[config.mk]
export PLATFORM = sky130hd
export DESIGN_NAME = mtimer_irq_unit
export DESIGN_NICKNAME = d
export VERILOG_FILES = /design/src/rtl/mtimer_irq_unit.sv
export SDC_FILE = /design/constraint.sdc
export NUM_CORES = 1
export LEC_CHECK = 0
export BUFFER_PORTS_ARGS = -buffer_cell sky130_fd_sc_hd__buf_4
export CELL_PAD_IN_SITES_DETAIL_PLACEMENT = 2
export CELL_PAD_IN_SITES_GLOBAL_PLACEMENT = 2
export CORE_MARGIN = 5
export CORE_UTILIZATION = 33
export DETAILED_ROUTE_END_ITERATION = 10
export HOLD_SLACK_MARGIN = 0.1
export PLACE_DENSITY_LB_ADDON = 0.1
export RECOVER_POWER = 100
export SYNTH_ARGS = -nofsm -noshare
export SYNTH_HDL_FRONTEND = slang
export SYNTH_SLANG_ARGS = --single-unit
[constraint.sdc]
create_clock -name clk -period 2.3 [get_ports clk]
set_input_delay 0.345 -clock clk [delete_from_list [all_inputs] [get_ports clk]]
set_output_delay 0.345 -clock clk [all_outputs]
set_load 0.01 [all_outputs]
[src/rtl/mtimer_irq_unit.sv]
// mtimer_irq_unit
//   Memory-mapped machine timer (mtime / mtimecmp) sitting on the memory-stage
//   bus next to data memory. A prescaled 64-bit counter is compared against
//   mtimecmp. The registered compare status drives a level interrupt request
//   that is held until the core acknowledges trap entry.
//
// Ports
//   clk        system clock, rising edge
//   rst        asynchronous active-low reset
//   addr       byte address from the memory stage
//   wdata      store data
//   rd_en      load strobe
//   wr_en      store strobe (already gated by interrupt/exception)
//   intr_ack   one-cycle pulse when the core enters the trap
//   rdata      combinational read data (0 unless a load hits the window)
//   hit        access falls in the 32-byte register window and is word aligned
//   timer_pend registered status: EN && mtime >= mtimecmp
//   interrupt  level interrupt request to the datapath
//
// Register map (word offsets from BASE_ADDR)
//   0x00 MTIME_LO, 0x04 MTIME_HI, 0x08 MTIMECMP_LO, 0x0C MTIMECMP_HI,
//   0x10 CTRL {PRESC at [8 +: PRESC_W], EN at [0]}, 0x14-0x1C read 0.
module mtimer_irq_unit #(
    parameter logic [31:0] BASE_ADDR = 32'h0000_0400,
    parameter int unsigned PRESC_W   = 8
) (
    input  logic        clk,
    input  logic        rst,
    input  logic [31:0] addr,
    input  logic [31:0] wdata,
    input  logic        rd_en,
    input  logic        wr_en,
    input  logic        intr_ack,
    output logic [31:0] rdata,
    output logic        hit,
    output logic        timer_pend,
    output logic        interrupt
);

    localparam logic [2:0] W_MTIME_LO = 3'd0;
    localparam logic [2:0] W_MTIME_HI = 3'd1;
    localparam logic [2:0] W_CMP_LO   = 3'd2;
    localparam logic [2:0] W_CMP_HI   = 3'd3;
    localparam logic [2:0] W_CTRL     = 3'd4;

    localparam logic [PRESC_W-1:0] CNT_ONE = 1;

    logic [63:0]        mtime_q, mtime_d;
    logic [63:0]        cmp_q, cmp_d;
    logic               en_q, en_d;
    logic [PRESC_W-1:0] presc_q, presc_d;
    logic [PRESC_W-1:0] cnt_q, cnt_d;
    logic               timer_pend_q, timer_pend_d;
    logic               interrupt_q, interrupt_d;

    logic [2:0] word;
    logic       we;
    logic       tick;

    assign word = addr[4:2];
    assign hit  = (rd_en | wr_en) && (addr[31:5] == BASE_ADDR[31:5]) && (addr[1:0] == 2'b00);
    assign we   = wr_en && hit;

    always_comb begin
        mtime_d = mtime_q;
        cmp_d   = cmp_q;
        en_d    = en_q;
        presc_d = presc_q;
        tick    = en_q && (cnt_q == presc_q);

        if (!en_q || tick) cnt_d = '0;
        else               cnt_d = cnt_q + CNT_ONE;

        if (tick) mtime_d = mtime_q + 64'd1;

        // A store to either mtime half replaces the whole increment for
        // that cycle: the written half takes wdata, the other half holds.
        if (we) begin
            case (word)
                W_MTIME_LO: mtime_d = {mtime_q[63:32], wdata};
                W_MTIME_HI: mtime_d = {wdata, mtime_q[31:0]};
                W_CMP_LO:   cmp_d   = {cmp_q[63:32], wdata};
                W_CMP_HI:   cmp_d   = {wdata, cmp_q[31:0]};
                W_CTRL: begin
                    en_d    = wdata[0];
                    presc_d = wdata[8 +: PRESC_W];
                    cnt_d   = '0;
                end
                default: ;
            endcase
        end

        timer_pend_d = en_q && (mtime_q >= cmp_q);

        // Edge detect on the next pend value so the request rises together
        // with timer_pend and falls together with it; a new edge beats ack.
        if (timer_pend_d && !timer_pend_q) interrupt_d = 1'b1;
        else if (intr_ack)                 interrupt_d = 1'b0;
        else if (!timer_pend_d)            interrupt_d = 1'b0;
        else                               interrupt_d = interrupt_q;
    end

    always_ff @(posedge clk or negedge rst) begin
        if (!rst) begin
            mtime_q      <= '0;
            cmp_q        <= '1;
            en_q         <= 1'b0;
            presc_q      <= '0;
            cnt_q        <= '0;
            timer_pend_q <= 1'b0;
            interrupt_q  <= 1'b0;
        end else begin
            mtime_q      <= mtime_d;
            cmp_q        <= cmp_d;
            en_q         <= en_d;
            presc_q      <= presc_d;
            cnt_q        <= cnt_d;
            timer_pend_q <= timer_pend_d;
            interrupt_q  <= interrupt_d;
        end
    end

    always_comb begin
        rdata = '0;
        if (rd_en && hit) begin
            case (word)
                W_MTIME_LO: rdata = mtime_q[31:0];
                W_MTIME_HI: rdata = mtime_q[63:32];
                W_CMP_LO:   rdata = cmp_q[31:0];
                W_CMP_HI:   rdata = cmp_q[63:32];
                W_CTRL:     rdata = {{(24 - PRESC_W){1'b0}}, presc_q, 7'b0, en_q};
                default:    rdata = '0;
            endcase
        end
    end

    assign timer_pend = timer_pend_q;
    assign interrupt  = interrupt_q;

endmodule

==> impl_metrics.py <==
metrics = {
    "run_status": {
        "status": "finished, violations left",
        "violations": "capacitance limit, slew limit, setup timing",
    },
    "sta": {
        "fin_crit_sh_pct": 110,
        "drv_slew": 28,
        "worst_slack_ps": -222,
        "worst_pin_slew_ps": 1550,
        "finalSetupTns_ps": -10230,
        "hold_viol": 0,
        "max_freq_mhz": 396,
        "slew_headroom_pct": -3.65,
        "fin_skew_ps": 13.8,
        "finalCriticalPeriod_ps": 2520,
        "holdWs_ps": 121,
        "setup_violations": 144,
        "rsz0062_at_grt": "true",
    },
    "clock_network": {
        "numCtsBuffers": 17,
        "clk-insertion-delay-late_ps": 470,
        "cts_max_level": 4,
        "clkTransAtPathRegs_ps": 80,
        "cts_tree": "yes",
        "clockBufferDepth": 2,
        "cts_root_buf": "clkbuf_16",
        "cts_sinks": 147,
    },
    "global_route": {
        "grt_first_pass_wirelength_mm": 76.4,
        "grt_max_degree": 45,
        "grt_pass1_vias": 12700,
        "antenna_found_initial": 0,
        "grt_remaining_overflow": 0,
        "grt_use_total_pct": 29.5,
    },
    "critical_path": {
        "reg2reg_depth": 9,
        "worst_r2r_endpoint": "interrupt$_DFFE_PN0P_",
        "cp_slowest_stage_delay_ps": 580,
        "worstPathRequired_ps": 2700,
        "crit_family": "simple AND/OR/NAND/NOR gates",
        "rrSetupSlack_ps": -220,
        "r2r_start": "cmp_q[47]$_DFFE_PN1P_",
        "cp_num_buf_inv": 2,
        "crit_chain": "inv_1, ha_1, nand4_1, nor4_4, buf_4, nand2_4, nor4_2, a2111o_1, a21boi_2",
        "critical_path.startpoint_type": "flip-flop",
        "critPathKind": "flip-flop to flip-flop",
        "crit_fanout": 3,
        "cpMaxStageDelayCell": "dfstp_2",
        "cp.arrival_ps": 2920,
        "end_kind": "flip-flop",
    },
    "power": {
        "leakage_nw": 6.39,
        "p_per_area_nw_per_um2": 422,
        "ir_drop_uv": 549,
    },
    "floorplan": {
        "start_util_pct": 33.2,
        "die_y_um": 185,
        "die_w_um": 185,
        "fp-row-count": 64,
        "dieArea_um2": 34200,
        "core_um2": 30300,
        "ioPinCount": 104,
    },
    "finish": {
        "drive_gt1_share_pct": 45.3,
        "final_cell_mix": "buf_4, nand2_1, inv_1, dfrtp_1, dfstp_2",
        "n_fill_cell": 3214,
        "instances_no_fill": 1911,
        "seq_area_um2": 3770,
        "stdcell_area_um2": 15100,
        "diodes": 0,
        "final_common_cell": "buf_4",
        "multi_input_area_um2": 6590,
        "area.growth.synth_to_final_pct": 49.2,
        "nets": 1637,
    },
    "min_path": {
        "hold_class": "input port to flip-flop",
        "whs_path_depth": 3,
        "hp-start": "wdata[17]",
        "hold_end": "cmp_q[17]$_DFFE_PN1P_",
    },
    "detailed_routing": {
        "routed_wl_mm": 52.5,
        "vias": 11200,
        "viasPerCell": 5.87,
        "route.detailed.drc": 0,
        "wl_per_cell_um": 27.5,
        "drtAntennaViolNets": 0,
        "route.met2.wl_mm": 27.7,
        "wl_met1_mm": 20.9,
        "routed.top_layer": "met4",
        "drt_iter0_markers": 622,
        "drt_first_pass_iters": 5,
        "met3_length_mm": 1.68,
    },
    "synthesis": {
        "synth_edf_count": 0,
        "synth_area_um2": 10100,
        "async_flop_share_pct": 100,
        "post_synth_inst_count": 1167,
        "synth_nets": 1302,
        "synth_top_cell_area_share_pct": 20.6,
        "synth-seq-cells": 147,
        "synth_top_area_cell": "dfrtp_1",
        "ys_types": 70,
        "yosysSeqAreaShare_pct": 37.3,
        "synth_area_per_cell_um2": 8.65,
        "yosys-top-cells-area": "dfrtp_1, dfstp_2, ha_1",
        "ys_warn_count": 0,
        "synth_ff_type": "dfrtp_1",
    },
    "placed_design": {
        "port_buffers": 103,
        "placed_cell_area_um2": 13300,
        "dp_slack_ps": -403,
        "dp.cells": 1847,
        "dp.final_hpwl_mm": 35.4,
        "gpl.final_weighted_congestion": 0.909,
    },
    "run": {
        "cap_viol_max_count": 1,
    },
}
==> through the flow <==
step	utilization (%)	total power (W)
2_1_floorplan	-	0.00272
3_3_place_gp	43.7	0.00298
3_5_place_dp	43.7	0.00299
4_1_cts	48.0	0.00638
5_1_grt	49.6	0.00652
6_report	49.6	0.00636
==> worst max path at each step <==
stage / startpoint / slack (ps) / endpoint / cells past startpoint
after global routing: cmp_q[59]$_DFFE_PN1P_ / -270 / interrupt$_DFFE_PN0P_ / 9
after CTS: addr[7] / -110 / rdata[16] / 8
after detailed placement: cmp_q[0]$_DFFE_PN1P_ / -400 / interrupt$_DFFE_PN0P_ / 8
after floorplan: mtime_q[20]$_DFFE_PN0P_ / 9 / mtime_q[53]$_DFFE_PN0P_ / 9
final: cmp_q[47]$_DFFE_PN1P_ / -220 / interrupt$_DFFE_PN0P_ / 9
after global placement: addr[7] / -250 / mtime_q[19]$_DFFE_PN0P_ / 10
==> worst register-to-register path: cells and delay by family, from the launching register on <==
family,cells,cell delay [ps]
buf+inv,2,280
flops,1,580
fa+ha+maj,1,360
compound gates,2,380
simple gates,4,850
==> cell families (layout without fill, tap and decap cells) <==
logic type / Yosys count / in the layout / synth area share [%]
fa+ha+maj: 66 / 66 / 8.18
buf+inv: 149 / 497 / 5.92
simple gates: 394 / 394 / 19.7
mux: 49 / 49 / 5.41
flops: 147 / 147 / 37.3
compound gates: 339 / 339 / 21.5
xor+xnor: 23 / 23 / 2.00
==> cell type report <==
class                   instances  share of cell area [%]
flip-flops and latches        147                    25.1
clock inverters                15                    1.67
repair buffers                387                    21.4
inverters                      78                    1.95
well taps                     396                    3.29
clock buffers                  17                    2.83
multi-input cells             871                    43.8
==> what timing repair did <==
item | in CTS | in global routing
pin swaps | 30 | 78
endpoints found under the setup margin | 74 | 80
setup buffers | 19 | 14
endpoints found under the hold margin | 70 | 0
resized for setup | 114 | 132
hold buffers | 1 | 0
==> flip-flops by register name, indices dropped and copies added, names as in the netlist <==
signal	count
cnt_q	8
mtime_q	64
cmp_q	64
presc_q	8
en_q	1
interrupt	1
timer_pend	1
==> layer usage <==
layer | vias up | global-route usage, %
met3 | 132 | 4.20
met5 | - | 0
li1 | 4955 | -
met4 | 0 | 13.4
met1 | 5829 | 34.8
met2 | 310 | 52.9
==> power breakdown <==
part	internal [W]	switching (W)	total, W
Clock	0.00205	0.00136	0.00341
Combinational	0.000129	0.000229	0.000358
Sequential	0.00259	0.00000000362	0.00259
==> Yosys cell counts (all sizes together), types with 4 or more instances <==
| library cell | instances |
|---|---|
| nand2 | 151 |
| o21ai | 94 |
| dfrtp | 83 |
| a21oi | 79 |
| inv | 78 |
| ha | 66 |
| dfstp | 64 |
| a22oi | 63 |
| nor2 | 60 |
| clkbuf | 45 |
| mux2 | 44 |
| nand3 | 43 |
| nand4 | 32 |
| buf | 26 |
| and3 | 22 |
| nor3 | 20 |
| xor2 | 20 |
| nor4 | 18 |
| a31oi | 15 |
| o22a | 10 |
| a221o | 9 |
| and2 | 9 |
| and4 | 9 |
| o22ai | 9 |
| a21o | 8 |
| nand2b | 7 |
| a32oi | 5 |
| mux2i | 5 |
| nor3b | 5 |
| o211ai | 5 |
| o21a | 5 |
| a211oi | 4 |
| o211a | 4 |
| or3 | 4 |
| or4 | 4 |
(Power assumes the default switching activity.)
